**config.mk**
```make
export PLATFORM = sky130hd
export DESIGN_NAME = fcn_exhaustive_bist_seq_flat
export DESIGN_NICKNAME = d
export VERILOG_FILES = /design/src/rtl/fcn_exhaustive_bist_seq_if.sv /design/src/rtl/fcn_exhaustive_bist_seq.sv /design/src/flat_wrapper.sv
export SDC_FILE = /design/constraint.sdc
export NUM_CORES = 1
export LEC_CHECK = 0
export ABC_AREA = 1
export CAP_MARGIN = 20
export CORE_ASPECT_RATIO = 0.8
export CORE_UTILIZATION = 55
export CTS_BUF_LIST = sky130_fd_sc_hd__clkbuf_8
export DETAILED_ROUTE_END_ITERATION = 7
export PLACE_DENSITY = 0.87
export SETUP_SLACK_MARGIN = 0.4
export SYNTH_ARGS = -nofsm -noshare
export SYNTH_HDL_FRONTEND = slang
export SYNTH_SLANG_ARGS = --single-unit
```
**constraint.sdc**
```tcl
create_clock -name clk -period 3.8 [get_ports clk]
set_input_delay 0.76 -clock clk [delete_from_list [all_inputs] [get_ports clk]]
set_output_delay 0.76 -clock clk [all_outputs]
set_load 0.1 [all_outputs]
```
**src/rtl/fcn_exhaustive_bist_seq_if.sv**
```systemverilog
// Bus between the test controller, the network under test and the BIST sequencer.
// Optional golden-check ports exist only when FCN_BIST_GOLDEN_CHECK_EN is defined.
interface fcn_exhaustive_bist_seq_if #(
  parameter int unsigned NUM_PI = 5,
  parameter int unsigned NUM_PO = 2,
  parameter int unsigned SIG_W  = 16
);
  logic              start_i;
  logic [SIG_W-1:0]  expected_sig_i;
  logic [NUM_PO-1:0] dut_po_i;
  logic [NUM_PI-1:0] dut_pi_o;
  logic              busy_o;
  logic              done_o;
  logic              pass_o;
  logic [SIG_W-1:0]  signature_o;
`ifdef FCN_BIST_GOLDEN_CHECK_EN
  logic              fail_seen_o;
  logic [NUM_PI-1:0] first_fail_vec_o;

  modport master (
    output start_i, expected_sig_i, dut_po_i,
    input  dut_pi_o, busy_o, done_o, pass_o, signature_o, fail_seen_o, first_fail_vec_o
  );
  modport slave (
    input  start_i, expected_sig_i, dut_po_i,
    output dut_pi_o, busy_o, done_o, pass_o, signature_o, fail_seen_o, first_fail_vec_o
  );
`else
  modport master (
    output start_i, expected_sig_i, dut_po_i,
    input  dut_pi_o, busy_o, done_o, pass_o, signature_o
  );
  modport slave (
    input  start_i, expected_sig_i, dut_po_i,
    output dut_pi_o, busy_o, done_o, pass_o, signature_o
  );
`endif
endinterface

```
**src/rtl/fcn_exhaustive_bist_seq.sv**
```systemverilog
// Exhaustive BIST sequencer: applies every input vector to a small logic network,
// compacts the delayed outputs into a MISR and compares against a golden signature.
// Optional macro FCN_BIST_GOLDEN_CHECK_EN adds a per-vector golden model
// (only valid for NUM_PI=5, NUM_PO=2) with first-failing-vector capture.
module fcn_exhaustive_bist_seq #(
  parameter int unsigned       NUM_PI   = 5,
  parameter int unsigned       NUM_PO   = 2,
  parameter int unsigned       LATENCY  = 4,
  parameter int unsigned       SIG_W    = 16,
  parameter logic [SIG_W-1:0]  SIG_POLY = 16'h1021,
  parameter logic [SIG_W-1:0]  SIG_SEED = 16'hFFFF
) (
  input logic                    clk,
  input logic                    rst_n,
  fcn_exhaustive_bist_seq_if.slave bus
);

  localparam int unsigned PIPE_D     = (LATENCY == 0) ? 1 : LATENCY;
  localparam int unsigned DRAIN_W    = $clog2(LATENCY + 1);
  localparam int unsigned CNT_W      = (NUM_PI + 1 > DRAIN_W) ? NUM_PI + 1 : DRAIN_W;
  localparam int unsigned DRAIN_LAST = (LATENCY == 0) ? 0 : LATENCY - 1;

  typedef enum logic [1:0] {
    S_IDLE  = 2'd0,
    S_APPLY = 2'd1,
    S_DRAIN = 2'd2,
    S_DONE  = 2'd3
  } state_e;

  state_e            state_q, state_d;
  logic [CNT_W-1:0]  cnt_q, cnt_d;
  logic [NUM_PI-1:0] pi_q, pi_d;
  logic              busy_q, busy_d;
  logic              done_q, done_d;
  logic              pass_q, pass_d;
  logic [SIG_W-1:0]  sig_q, sig_d;
  logic [PIPE_D-1:0] vld_q, vld_d;

  logic              apply_c;
  logic              capture_c;
  logic              start_acc_c;
  logic              pass_ok_c;
  logic [SIG_W-1:0]  misr_c;

  assign apply_c     = (state_q == S_APPLY);
  assign capture_c   = (LATENCY == 0) ? apply_c : vld_q[PIPE_D-1];
  assign start_acc_c = (state_q == S_IDLE) && bus.start_i;
  assign misr_c      = {sig_q[SIG_W-2:0], 1'b0}
                     ^ (sig_q[SIG_W-1] ? SIG_POLY : '0)
                     ^ SIG_W'(bus.dut_po_i);

`ifdef FCN_BIST_GOLDEN_CHECK_EN
  localparam int unsigned VEC_PIPE_W = PIPE_D * NUM_PI;

  logic [PIPE_D-1:0][NUM_PI-1:0] vec_q, vec_d;
  logic                          fail_seen_q, fail_seen_d;
  logic [NUM_PI-1:0]             first_fail_vec_q, first_fail_vec_d;
  logic [NUM_PI-1:0]             vec_dly_c;
  logic [1:0]                    gold_c;
  logic                          mismatch_c;

  assign vec_dly_c  = (LATENCY == 0) ? pi_q : vec_q[PIPE_D-1];
  assign gold_c[0]  = (vec_dly_c[1] & ~(vec_dly_c[2] & vec_dly_c[3])) | (vec_dly_c[0] & vec_dly_c[2]);
  assign gold_c[1]  = ~(vec_dly_c[2] & vec_dly_c[3]) & (vec_dly_c[1] | vec_dly_c[4]);
  assign mismatch_c = capture_c && (bus.dut_po_i != gold_c);
  assign pass_ok_c  = (sig_q == bus.expected_sig_i) && !fail_seen_q;

  // Golden-model bookkeeping: vector delay line and first-failure latch
  always_comb begin
    vec_d            = VEC_PIPE_W'({vec_q, pi_q});
    fail_seen_d      = fail_seen_q;
    first_fail_vec_d = first_fail_vec_q;
    if (start_acc_c) begin
      fail_seen_d      = 1'b0;
      first_fail_vec_d = '0;
    end else if (mismatch_c && !fail_seen_q) begin
      fail_seen_d      = 1'b1;
      first_fail_vec_d = vec_dly_c;
    end
  end

  // Golden-model registers
  always_ff @(posedge clk) begin
    if (!rst_n) begin
      vec_q            <= '0;
      fail_seen_q      <= 1'b0;
      first_fail_vec_q <= '0;
    end else begin
      vec_q            <= vec_d;
      fail_seen_q      <= fail_seen_d;
      first_fail_vec_q <= first_fail_vec_d;
    end
  end

  assign bus.fail_seen_o      = fail_seen_q;
  assign bus.first_fail_vec_o = first_fail_vec_q;
`else
  assign pass_ok_c = (sig_q == bus.expected_sig_i);
`endif

  // FSM state register
  always_ff @(posedge clk) begin
    if (!rst_n) begin
      state_q <= S_IDLE;
    end else begin
      state_q <= state_d;
    end
  end

  // FSM next-state logic
  always_comb begin
    state_d = state_q;
    case (state_q)
      S_IDLE:  if (bus.start_i) state_d = S_APPLY;
      S_APPLY: if (cnt_q[NUM_PI]) state_d = (LATENCY == 0) ? S_DONE : S_DRAIN;
      S_DRAIN: if (cnt_q == CNT_W'(DRAIN_LAST)) state_d = S_DONE;
      S_DONE:  state_d = S_IDLE;
      default: state_d = S_IDLE;
    endcase
  end

  // Output and datapath next values; cnt_q counts vectors applied, then drain cycles
  always_comb begin
    cnt_d  = cnt_q;
    pi_d   = pi_q;
    pass_d = pass_q;
    sig_d  = sig_q;
    vld_d  = PIPE_D'({vld_q, apply_c});
    busy_d = (state_d == S_APPLY) || (state_d == S_DRAIN);
    done_d = (state_d == S_DONE);
    if (capture_c) sig_d = misr_c;
    case (state_q)
      S_IDLE: begin
        pi_d = '0;
        if (bus.start_i) begin
          cnt_d  = CNT_W'(1);
          sig_d  = SIG_SEED;
          pass_d = 1'b0;
        end
      end
      S_APPLY: begin
        if (cnt_q[NUM_PI]) begin
          cnt_d = '0;
        end else begin
          cnt_d = cnt_q + CNT_W'(1);
          pi_d  = pi_q + NUM_PI'(1);
        end
      end
      S_DRAIN: cnt_d = cnt_q + CNT_W'(1);
      S_DONE: begin
        pi_d   = '0;
        pass_d = pass_ok_c;
      end
      default: pi_d = '0;
    endcase
  end

  // Output and datapath registers
  always_ff @(posedge clk) begin
    if (!rst_n) begin
      cnt_q  <= '0;
      pi_q   <= '0;
      busy_q <= 1'b0;
      done_q <= 1'b0;
      pass_q <= 1'b0;
      sig_q  <= SIG_SEED;
      vld_q  <= '0;
    end else begin
      cnt_q  <= cnt_d;
      pi_q   <= pi_d;
      busy_q <= busy_d;
      done_q <= done_d;
      pass_q <= pass_d;
      sig_q  <= sig_d;
      vld_q  <= vld_d;
    end
  end

  assign bus.dut_pi_o    = pi_q;
  assign bus.busy_o      = busy_q;
  assign bus.done_o      = done_q;
  assign bus.pass_o      = pass_q;
  assign bus.signature_o = sig_q;

endmodule

```
**src/flat_wrapper.sv**
```systemverilog
// flat-port wrapper written by rule: the top's interface ports become plain ports
module fcn_exhaustive_bist_seq_flat 
#(
  parameter int unsigned       NUM_PI   = 5,
  parameter int unsigned       NUM_PO   = 2,
  parameter int unsigned       LATENCY  = 4,
  parameter int unsigned       SIG_W    = 16,
  parameter logic [SIG_W-1:0]  SIG_POLY = 16'h1021,
  parameter logic [SIG_W-1:0]  SIG_SEED = 16'hFFFF
)
  (clk, rst_n, bus_start_i, bus_expected_sig_i, bus_dut_po_i, bus_dut_pi_o, bus_busy_o, bus_done_o, bus_pass_o, bus_signature_o);
  fcn_exhaustive_bist_seq_if #(.NUM_PI(NUM_PI), .NUM_PO(NUM_PO), .SIG_W(SIG_W)) bus_i ();
  input logic clk;
  input logic rst_n;
  input wire logic [$bits(bus_i.start_i)-1:0] bus_start_i;
  input wire logic [$bits(bus_i.expected_sig_i)-1:0] bus_expected_sig_i;
  input wire logic [$bits(bus_i.dut_po_i)-1:0] bus_dut_po_i;
  output wire logic [$bits(bus_i.dut_pi_o)-1:0] bus_dut_pi_o;
  output wire logic [$bits(bus_i.busy_o)-1:0] bus_busy_o;
  output wire logic [$bits(bus_i.done_o)-1:0] bus_done_o;
  output wire logic [$bits(bus_i.pass_o)-1:0] bus_pass_o;
  output wire logic [$bits(bus_i.signature_o)-1:0] bus_signature_o;
  assign bus_i.start_i = bus_start_i;
  assign bus_i.expected_sig_i = bus_expected_sig_i;
  assign bus_i.dut_po_i = bus_dut_po_i;
  assign bus_dut_pi_o = bus_i.dut_pi_o;
  assign bus_busy_o = bus_i.busy_o;
  assign bus_done_o = bus_i.done_o;
  assign bus_pass_o = bus_i.pass_o;
  assign bus_signature_o = bus_i.signature_o;
  fcn_exhaustive_bist_seq #(.NUM_PI(NUM_PI), .NUM_PO(NUM_PO), .LATENCY(LATENCY), .SIG_W(SIG_W), .SIG_POLY(SIG_POLY), .SIG_SEED(SIG_SEED)) u_core (.clk(clk), .rst_n(rst_n), .bus(bus_i));
endmodule
```
==> summary.md, run 1 <==
| Metric | Value |
|---|---|
| Drt total wl | `4.11 mm` |
| Adder-cell area share of the yosys netlist | `5.89%` |
| Setup Buffers After CTS | `0` |
| Post-Syn Area per Cell | `7.26 sq um` |
| Met2 Use GR | `37.5%` |
| Clock Pin Slew Worst Setup and Hold Paths | `0.07 ns` |
| Setup Skew | `0.00233 ns` |
| CP arrival | `1.99 ns` |
| Core area | `3200 sq um` |
| Yosys cell types | `30` |
| Most common cell after layout, fill and taps aside | `nand2_1` |
| Pin count of the biggest net entering global routing | `24` |
| Sequential element share of the synthesized area | `37.7%` |
| CTS sink count | `36` |
| Worst min-delay path class | `reg -> reg` |
| Outcome | `finished clean` |
| Synth warn | `0` |
| Synth Flop Type | `dfxtp_1` |
| Largest family of logic cells by synthesized area | `simple AND/OR/NAND/NOR gates` |
| Fin crit period | `2.75 ns` |
| Max clock buf depth | `2` |
| Mux contribution to synthesized area | `0%` |
| Compound-Gate Fraction of Synth Area | `14.6%` |
| CTS Hold Bufs | `0` |
| Routed length per instance | `11.8 microns` |
| Root Buffer | `clkbuf_8` |
| Max-slew violations | `0` |
| Area grow syn2layout | `28.9%` |
| Post-DP HPWL | `3.08 mm` |
| Die area | `3710 sq um` |
| Crit. End Element | `primary output` |
| Grt ovf | `0` |
| DRT iter0 DRCs | `137` |
| Synth Area in XOR/XNOR | `3.21%` |
| Simple-gate portion of the synthesized area | `27.0%` |
| Worst Path Buf+Inv | `1` |
| Worst slew margin | `34.0%` |
| Core Util, Final | `77.0%` |
| Final net count | `338` |
| Worst Tran Pin Value | `0.987 ns` |
| Number of enable flip-flop cells after synthesis | `0` |
| Vias post-DR | `1768` |
| CP max-delay cell | `clkdlybuf4s50_1` |
| Grt peak-use layer | `met2` |
| Post-CTS sizing | `0` |
| Die X | `67.9 microns` |
| Max Fanout on Critical Path | `10` |
| Syn nets | `293` |
| Initial antenna violation count | `0` |
| Global routing usage on met1 | `32.1%` |
| Placer's final routability congestion estimate | `0.834` |
| Crit Path Class | `reg -> out` |
| CP cell instances | `clkdlybuf4s50_1` |
| Hold slack | `0.418 ns` |
| I/O Buffers | `44` |
| Most frequent cells in the layout | `nand2_1 (68), inv_1 (46), clkdlybuf4s50_1 (44)` |
| Max Cap Viol | `0` |
| Vias per cell | `5.08` |
| PwrDens | `340 nW/um^2` |
| Antenna cells | `0` |
| Cells after Synth | `263` |
| Asr flop ratio synth | `0%` |
| Clk Latency, worst-skew pair | `0.29 ns` |
| Final setup fails | `0` |
| DRC | `0` |
| CP startpoint kind | `flop` |
| Synthesized area | `1910 sq um` |
| Global-route wire length before repair | `6.41 mm` |
| Worst vdd ir | `0.281 mV` |
| Unrepaired setup endpoints after global routing | `no` |
| H-tree levels | `2` |
| DRT antenna net count | `0` |
| All-layer global routing usage | `24.2%` |
| CP peak stage delay | `1.20 ns` |
| Period utilization | `72.3%` |
| Vias in the first global route | `1477` |
| CTS tree | `done` |
| P_leak | `0.00121 uW` |
| Die Ht | `54.7 microns` |
| First drt pass iteration count | `4` |
| CTS buffer count | `5` |
| Setup TNS | `0 ns` |
| Synth Register Bits | `36` |
| Grt met3 use | `5.83%` |
| Req. time, crit path | `3.04 ns` |
| Share of cells above drive strength 1 | `8.12%` |
| Max Clk Rate | `364 MHz` |
| Crit path max-delay family | `buffers and inverters` |
| Hold Fails Final Rpt | `0` |
| # rows | `18` |
| Initial cell density of the core | `59.7%` |
| Num ports | `45` |
## routing by layer
metal / share of wire, % / vias to the layer above
met5: 0 / -
met4: 1.3 / 0
met3: 7.3 / 5
met2: 44 / 54
met1: 47 / 795
li1: - / 914
## cell usage after synthesis, types with 2 or more instances
master	n	area, sq um
o211ai_1	15	113
a21oi_1	12	60.1
o21ai_2	2	17.5
buf_4	2	15.0
nor2_1	22	82.6
dfxtp_1	36	721
o21ai_0	10	50.1
nand2_2	2	12.5
ha_1	9	113
inv_1	46	173
nor3_1	3	15.0
nor2_2	2	12.5
nand2_1	68	255
inv_2	2	7.51
buf_2	4	20.0
xnor2_1	6	52.6
nand2_4	3	33.8
nand3_1	7	35.0
## flip-flops by register name, indices dropped and copies added, names as in the netlist
name                    cells
u_core.bus.pass_o           1
u_core.bus.done_o           1
u_core.bus.signature_o     16
u_core.bus.dut_pi_o         5
u_core.bus.busy_o           1
u_core.state_q              2
u_core.vld_q                4
u_core.cnt_q                6
## power by group
group / switching [uW] / total [uW] / internal (uW)
Clock: 127 / 288 / 161
Sequential: 8.31 / 395 / 387
Combinational: 99.4 / 153 / 53.8
## kinds of logic (layout without fill, tap and decap cells)
| logic type | Yosys count | in the layout |
|---|---|---|
| fa+ha+maj | 9 | 9 |
| buf+inv | 55 | 100 |
| simple gates | 114 | 114 |
| xor+xnor | 7 | 7 |
| compound gates | 42 | 42 |
| flops | 36 | 36 |
## metrics by stage
step	instance area [sq um]	std cells	setup WS, ns	total power [uW]
floorplan	1910	263	1.99	509
global placement	2370	341	1.40	552
detailed placement	2370	341	1.38	555
CTS	2460	348	1.06	841
global route	2460	348	1.01	868
finish	2460	348	1.05	837
## worst paths after layout
| check | start | end | slack (ns) | cells past startpoint |
|---|---|---|---|---|
| max | u_core.bus.signature_o[15] | bus_signature_o[15] | 1.05 | 1 |
| min | u_core.vld_q[2] | u_core.vld_q[3] | 0.42 | 2 |
| max reg2reg | u_core.state_q[1] | u_core.bus.busy_o | 1.76 | 11 |
| min reg2reg | u_core.vld_q[2] | u_core.vld_q[3] | 0.42 | 2 |
## final cells by class
class                   instances  area [sq um]
inverters                      49           186
fillers                       247           736
well taps                      40          50.0
multi-input cells             172           968
flip-flops and latches         36           721
clock buffers                   7          96.3
repair buffers                 44           440
No activity file was read; power rests on OpenSTA's default activity.
==> run 2: changes to the inputs <==
--- a/config.mk
+++ b/config.mk
@@ -8,10 +8,10 @@
 export ABC_AREA = 1
 export CAP_MARGIN = 20
 export CORE_ASPECT_RATIO = 0.8
-export CORE_UTILIZATION = 55
+export CORE_UTILIZATION = 51
 export CTS_BUF_LIST = sky130_fd_sc_hd__clkbuf_8
 export DETAILED_ROUTE_END_ITERATION = 7
-export PLACE_DENSITY = 0.87
+export PLACE_DENSITY = 0.81
 export SETUP_SLACK_MARGIN = 0.4
 export SYNTH_ARGS = -nofsm -noshare
 export SYNTH_HDL_FRONTEND = slang
==> constraint.sdc (replaced) <==
create_clock -name clk -period 2.6 [get_ports clk]
set_input_delay 0.52 -clock clk [delete_from_list [all_inputs] [get_ports clk]]
set_output_delay 0.52 -clock clk [all_outputs]
set_load 0.1 [all_outputs]
==> run 2 against run 1 <==
Against the previous run: combinational power up 44%; via count down 3.7%; final cell count up 0.86%; routed wire length up 0.32%; sequential power up 47%; worst hold slack worse by 0.0052 ns; total power up 47%; cell area down 2.0%; non-clock buffer count up 1; setup slack worse by 0.35 ns; critical path type is now reg -> reg; critical endpoint is now u_core.bus.busy_o; largest cell class unchanged; largest power group unchanged.
==> summary.md, run 2 (synthesis gave the netlist of run 1 again) <==
| Metric | Value |
|---|---|
| Outcome | `finished clean` |
| Reg2reg setup slack | `0.70 ns (-1.06 ns)` |
| Crit. End Element | `flop` |
| Share of cells above drive strength 1 | `16.2% (+8.1 points)` |
| I/O Buffers | `44 (unchanged)` |
| CP max-delay cell | `dfxtp_1` |
| Most common cell after layout, fill and taps aside | `nand2_1` |
| CTS tree | `done` |
| DRC | `0 (unchanged)` |
| Crit path max-delay family | `simple AND/OR/NAND/NOR gates` |
| H-tree levels | `2 (unchanged)` |
| All-layer global routing usage | `22.4% (-1.8 points)` |
| Initial antenna violation count | `0 (unchanged)` |
| CTS sink count | `36 (unchanged)` |
| Root Buffer | `clkbuf_8` |
| Worst slack at placement | `0.683 ns (-0.701 ns)` |
| CP cell instances | `inv_1 > ha_1 > nand2_2 > inv_1 > nor2_1 > o21ai_0 > nor2_1 > nor2_1 > ha_1 > nand2_1 > inv_1` |
| Routed length per instance | `11.7 microns (-0.54%)` |
| Worst Reg-to-Reg Cells | `11 (unchanged)` |
| Setup Skew | `0.00530 ns (+0.00297 ns)` |
| Post-route cell area | `2410 sq um (-2.0%)` |
| Setup TNS | `0 ns (unchanged)` |
| Max Fanout on Critical Path | `5 (-5)` |
| Final net count | `339 (+0.30%)` |
| Max Clk Rate | `527 MHz` |
| PwrDens | `510 nW/um^2 (+50%)` |
| Slack of the critical path | `0.704 ns (-0.350 ns)` |
| Max Cap Viol | `0 (unchanged)` |
| CTS Hold Bufs | `0 (unchanged)` |
| Post-CTS sizing | `0 (unchanged)` |
| # rows | `19 (+1)` |
| Vias per cell | `4.85 (-4.5%)` |
| Placer's final routability congestion estimate | `0.833 (-0.13%)` |
| Die area | `4000 sq um (+7.6%)` |
| Unrepaired setup endpoints after global routing | `no` |
| CP arrival | `2.09 ns (+0.10 ns)` |
| Max clock buf depth | `2 (unchanged)` |
| Req. time, crit path | `2.80 ns (-0.24 ns)` |
| DRT antenna net count | `0 (unchanged)` |
| Clock Pin Slew Worst Setup and Hold Paths | `0.07 ns (about the same)` |
| Antenna cells | `0 (unchanged)` |
| Hold_sp | `u_core.vld_q[2]` |
| Die X | `70.4 microns (+3.7%)` |
| Hold Fails Final Rpt | `0 (unchanged)` |
| Post-DP HPWL | `3.14 mm (+2.2%)` |
| Final setup fails | `0 (unchanged)` |
| Drt total wl | `4.12 mm (+0.32%)` |
| Filler Cell Count | `298 (+21%)` |
| CP startpoint kind | `flop` |
| Grt ovf | `0 (unchanged)` |
| CTS buffer count | `5 (unchanged)` |
| Area grow syn2layout | `26.3%` |
| Initial cell density of the core | `54.7% (-5.1 points)` |
| Fin crit period | `1.90 ns` |
| Num ports | `45 (unchanged)` |
| Global-route wire length before repair | `6.78 mm (+5.7%)` |
| Max reg flops | `16 (unchanged)` |
| First drt pass iteration count | `4 (unchanged)` |
| P_leak | `0.00123 uW (+1.3%)` |
| Setup Buffers After CTS | `0 (unchanged)` |
| Worst Tran Pin Value | `0.632 ns (-0.355 ns)` |
| WHS Endpoint | `u_core.vld_q[3]` |
| FF-to-FF Start | `u_core.state_q[1]` |
| Dpl cell area | `2320 sq um (-2.1%)` |
| CP peak stage delay | `0.40 ns (-0.80 ns)` |
| Worst hold stages | `2 (unchanged)` |
| Die Ht | `56.7 microns (+3.7%)` |
| Worst vdd ir | `0.380 mV (+35%)` |
| Pin count of the biggest net entering global routing | `24 (unchanged)` |
| Core area | `3490 sq um (+9.3%)` |
| Period utilization | `72.9%` |
| Vias post-DR | `1703 (-3.7%)` |
| Worst min-delay path class | `reg -> reg` |
| Vias in the first global route | `1459 (-1.2%)` |
| Clk Latency, worst-skew pair | `0.29 ns (about the same)` |
| Most frequent cells in the layout | `nand2_1 (68), inv_1 (46), dfxtp_1 (36)` |
| Worst Path Buf+Inv | `3 (+2)` |
| Reg-to-Reg End | `u_core.bus.busy_o` |
| DRT iter0 DRCs | `119 (-13%)` |
| Crit Path Class | `reg -> reg` |
| Max-slew violations | `0 (unchanged)` |
| Worst slew margin | `57.8% (+24 points)` |
==> run 2: cell types whose count changed in the layout (fill, tap and decap cells not counted), sizes merged <==
cell | previous run | this run
buf | 0 | 25
clkdlybuf4s50 | 44 | 20
==> run 2: worst register-to-register path, stage by stage, from the launching register on <==
cell and delay, ns:
dfxtp_1 0.40, inv_1 0.11, ha_1 0.26, nand2_2 0.10
inv_1 0.05, nor2_1 0.21, o21ai_0 0.11, nor2_1 0.13
nor2_1 0.06, ha_1 0.28, nand2_1 0.06, inv_1 0.03
==> run 2: where the power goes <==
part / internal, uW / leakage, uW / total, uW / switching [uW]
Sequential: 566 / 0.000292 / 579 / 13.7
Clock: 236 / 0.0000503 / 431 / 195
Combinational: 77.7 / 0.000887 / 220 / 142
Total: 879 / 0.00123 / 1230 / 351
==> run 2: layer usage <==
layer | up-vias | wire length, microns | global-route usage, %
li1 | 911 | - | -
met1 | 747 | 2240 | 32.6
met2 | 40 | 1590 | 29.7
met3 | 5 | 228 | 7.54
met4 | 0 | 65 | 9.43
met5 | - | 0 | 0
==> run 2: how the worst max path moves through the flow <==
stage | start | to | slack (ns) | depth (start not counted)
final | u_core.state_q[1] | u_core.bus.busy_o | 0.70 | 11
after global routing | u_core.state_q[1] | u_core.bus.busy_o | 0.52 | 11
after CTS | u_core.state_q[1] | u_core.bus.busy_o | 0.68 | 11
after detailed placement | u_core.state_q[1] | u_core.bus.busy_o | 0.68 | 11
after global placement | bus_start_i | u_core.bus.busy_o | 0.75 | 9
after floorplan | u_core.bus.signature_o[15] | u_core.bus.pass_o | 0.79 | 9
==> run 2: per-stage QoR <==
stage	cells	hold slack [ns]	utilization [%]	power [uW]
floorplan	263	0.390	-	743
finish	351	0.412	69.0	1230
CTS	351	0.415	69.0	1240
global route	351	0.432	69.0	1280
global placement	344	0.402	66.3	806
detailed placement	344	0.399	66.3	810
==> run 2: layout make-up <==
class / instances / area, sq um / area share (%)
Sequential cell: 36 / 721 / 29.9
Tap cell: 42 / 52.6 / 2.18
Inverter: 49 / 186 / 7.73
Multi-Input combinational cell: 172 / 968 / 40.1
Clock buffer: 7 / 96.3 / 3.99
Timing Repair Buffer: 45 / 388 / 16.1
==> run 3: changes to the inputs <==
--- a/config.mk
+++ b/config.mk
@@ -8,10 +8,10 @@
 export ABC_AREA = 1
 export CAP_MARGIN = 20
 export CORE_ASPECT_RATIO = 0.8
-export CORE_UTILIZATION = 51
+export CORE_UTILIZATION = 46
 export CTS_BUF_LIST = sky130_fd_sc_hd__clkbuf_8
 export DETAILED_ROUTE_END_ITERATION = 7
-export PLACE_DENSITY = 0.81
+export PLACE_DENSITY = 0.78
 export SETUP_SLACK_MARGIN = 0.4
 export SYNTH_ARGS = -nofsm -noshare
 export SYNTH_HDL_FRONTEND = slang
==> constraint.sdc (replaced) <==
create_clock -name clk -period 1.61 [get_ports clk]
set_input_delay 0.322 -clock clk [delete_from_list [all_inputs] [get_ports clk]]
set_output_delay 0.322 -clock clk [all_outputs]
set_load 0.1 [all_outputs]
==> run 3 against run 2 <==
Against the previous run: largest power group unchanged; register-to-register slack got worse by 0.78 ns; the flow now finishes with violations (negative setup slack); final cell count increased by 12%; non-clock buffer count increased by 28; first-iteration DRC count increased by 12%; critical endpoint unchanged; highest routed layer unchanged.
==> summary.md, run 3 (synthesis gave the netlist of run 1 again) <==
| Metric | Value |
|---|---|
| Grt ovf | `0 (unchanged)` |
| Unrepaired setup endpoints after global routing | `yes` |
| Critical Path Source | `u_core.state_q[0]` |
| CP max-delay cell | `dfxtp_4` |
| Vias per cell | `5.47 (+13%)` |
| PwrDens | `693 nW/um^2 (+36%)` |
| Req. time, crit path | `1.82 ns (-0.98 ns)` |
| Clk Latency, worst-skew pair | `0.30 ns (about the same)` |
| # rows | `20 (+1)` |
| Max Fanout on Critical Path | `3 (-2)` |
| Pin count of the biggest net entering global routing | `24 (unchanged)` |
| Max clock buf depth | `2 (unchanged)` |
| Layout Cells excl Fill | `393 (+12%)` |
| Max Clk Rate | `593 MHz (+12%)` |
| Post-DP HPWL | `3.56 mm (+13%)` |
| Antenna cells | `0 (unchanged)` |
| Worst slack at placement | `-0.00662 ns (-0.690 ns)` |
| Placer's final routability congestion estimate | `0.935 (+12%)` |
| Slack of the critical path | `-0.0770 ns (-0.781 ns)` |
| Die Ht | `59.6 microns (+5.1%)` |
| Crit. End Element | `flop` |
| CP arrival | `1.89 ns (-0.20 ns)` |
| Crit Path Class | `reg -> reg` |
| Final setup fails | `3 (+3)` |
| Area grow syn2layout | `70.7%` |
| Filler Cell Count | `207 (-31%)` |
| CTS buffer count | `5 (unchanged)` |
| Period utilization | `105% (+32 points)` |
| Final net count | `367 (+8.3%)` |
| Outcome | `finished, violations left` |
| Hold_sp | `u_core.vld_q[1]` |
| DRC | `0 (unchanged)` |
| DRT iter0 DRCs | `133 (+12%)` |
| Worst slew margin | `82.3% (+24 points)` |
| Setup TNS | `-0.147 ns (-0.147 ns)` |
| P_leak | `0.00153 uW (+24%)` |
| Drt total wl | `6.98 mm (+69%)` |
| Initial cell density of the core | `49.3% (-5.4 points)` |
| Most common cell after layout, fill and taps aside | `nand2_1` |
| Dpl cells | `368 (+7.0%)` |
| H-tree levels | `2 (unchanged)` |
| CTS tree | `done` |
| CTS sink count | `36 (unchanged)` |
| Clock Pin Slew Worst Setup and Hold Paths | `0.08 ns (about the same)` |
| I/O Buffers | `44 (unchanged)` |
| Max Cap Viol | `0 (unchanged)` |
| Max-slew violations | `0 (unchanged)` |
| Vias in the first global route | `1746 (+20%)` |
| Die area | `4420 sq um (+11%)` |
| DRT antenna net count | `0 (unchanged)` |
| CP peak stage delay | `0.36 ns (-0.04 ns)` |
| Share of cells above drive strength 1 | `42.3% (+26 points)` |
| FF-to-FF Start | `u_core.state_q[0]` |
| Failing checks | `negative setup slack` |
| Most frequent cells in the layout | `nand2_1 (65), inv_1 (40), buf_12 (26)` |
| Worst Path Buf+Inv | `3 (unchanged)` |
| First drt pass iteration count | `6 (+2)` |
| Worst min-delay path class | `reg -> reg` |
| Max reg flops | `16 (unchanged)` |
| Worst vdd ir | `0.667 mV (+76%)` |
| Num ports | `45 (unchanged)` |
| Initial antenna violation count | `0 (unchanged)` |
| Core area | `3880 sq um (+11%)` |
| Hold Fails Final Rpt | `0 (unchanged)` |
| CP startpoint kind | `flop` |
| Setup Skew | `0.00941 ns (+0.00411 ns)` |
| Routed length per instance | `17.8 microns (+51%)` |
| Global-route wire length before repair | `8.56 mm (+26%)` |
| All-layer global routing usage | `26.3% (+3.9 points)` |
| Crit path max-delay family | `adder cells` |
| Fin crit period | `1.69 ns (-0.209 ns)` |
| Worst Tran Pin Value | `0.262 ns (-0.370 ns)` |
| CP cell instances | `buf_4 > ha_4 > nand2_4 > inv_2 > nor2_4 > o21ai_2 > nor2_2 > nor2_1 > ha_1 > nand2_1 > inv_1` |
| Vias post-DR | `2150 (+26%)` |
| Die X | `74.1 microns (+5.1%)` |
| Root Buffer | `clkbuf_8` |
-- run 3: cell types whose count changed in the layout (fill, tap and decap cells not counted), sizes merged --
cell / previous run / this run
buf: 25 / 53
clkbuf: 7 / 6
inv: 49 / 51
-- run 3: worst min-delay path, delay by kind of cell, from the launching register on --
kind                   cells  cell delay [ns]
AND/OR/NAND/NOR            1             0.04
buffers and inverters      1             0.04
flip-flops                 1             0.31
-- run 3: what timing repair did --
item                                    4_1_cts  5_1_grt
hold buffers                                  0        0
endpoints found under the setup margin       36       43
gates resized for setup                      26       39
pin swaps                                    18       37
buffers inserted                              8        9
-- run 3: power by group --
part	internal (uW)	total, uW	switching, uW	leakage [uW]
Clock	349	726	376	0.0000521
Sequential	901	933	31.5	0.000294
Combinational	271	600	329	0.00118
Total	1520	2260	737	0.00153
-- run 3: final timing paths --
path / to / depth (start not counted) / slack (ns)
min: u_core.vld_q[2] / 2 / 0.42
max: u_core.bus.busy_o / 11 / -0.08
max reg2reg: u_core.bus.busy_o / 11 / -0.08
min reg2reg: u_core.vld_q[2] / 2 / 0.42
-- run 3: routing by layer --
| metal | GRT usage (%) | vias up | wire [microns] |
|---|---|---|---|
| li1 | - | 972 | - |
| met1 | 36.2 | 990 | 2680 |
| met2 | 40.4 | 134 | 3380 |
| met3 | 6.97 | 54 | 447 |
| met4 | 7.69 | 0 | 473 |
| met5 | 0 | - | 0 |
-- run 3: layout make-up --
| class | instances | area [sq um] | area share (%) |
|---|---|---|---|
| Inverter | 49 | 196 | 6.02 |
| Multi-Input combinational cell | 172 | 1150 | 35.3 |
| Tap cell | 55 | 68.8 | 2.11 |
| Sequential cell | 36 | 787 | 24.1 |
| Timing Repair Buffer | 73 | 961 | 29.5 |
| Clock buffer | 6 | 82.6 | 2.53 |
| Clock inverter | 2 | 12.5 | 0.384 |
-- run 3: per-stage QoR --
stage | power (uW) | utilization, % | area, sq um | hold slack (ns)
floorplan | 1210 | - | 1990 | 0.390
global placement | 1380 | 72.2 | 2800 | 0.395
detailed placement | 1390 | 72.2 | 2800 | 0.407
CTS | 2140 | 78.4 | 3040 | 0.426
global route | 2320 | 84.1 | 3260 | 0.438
finish | 2260 | 84.1 | 3260 | 0.421
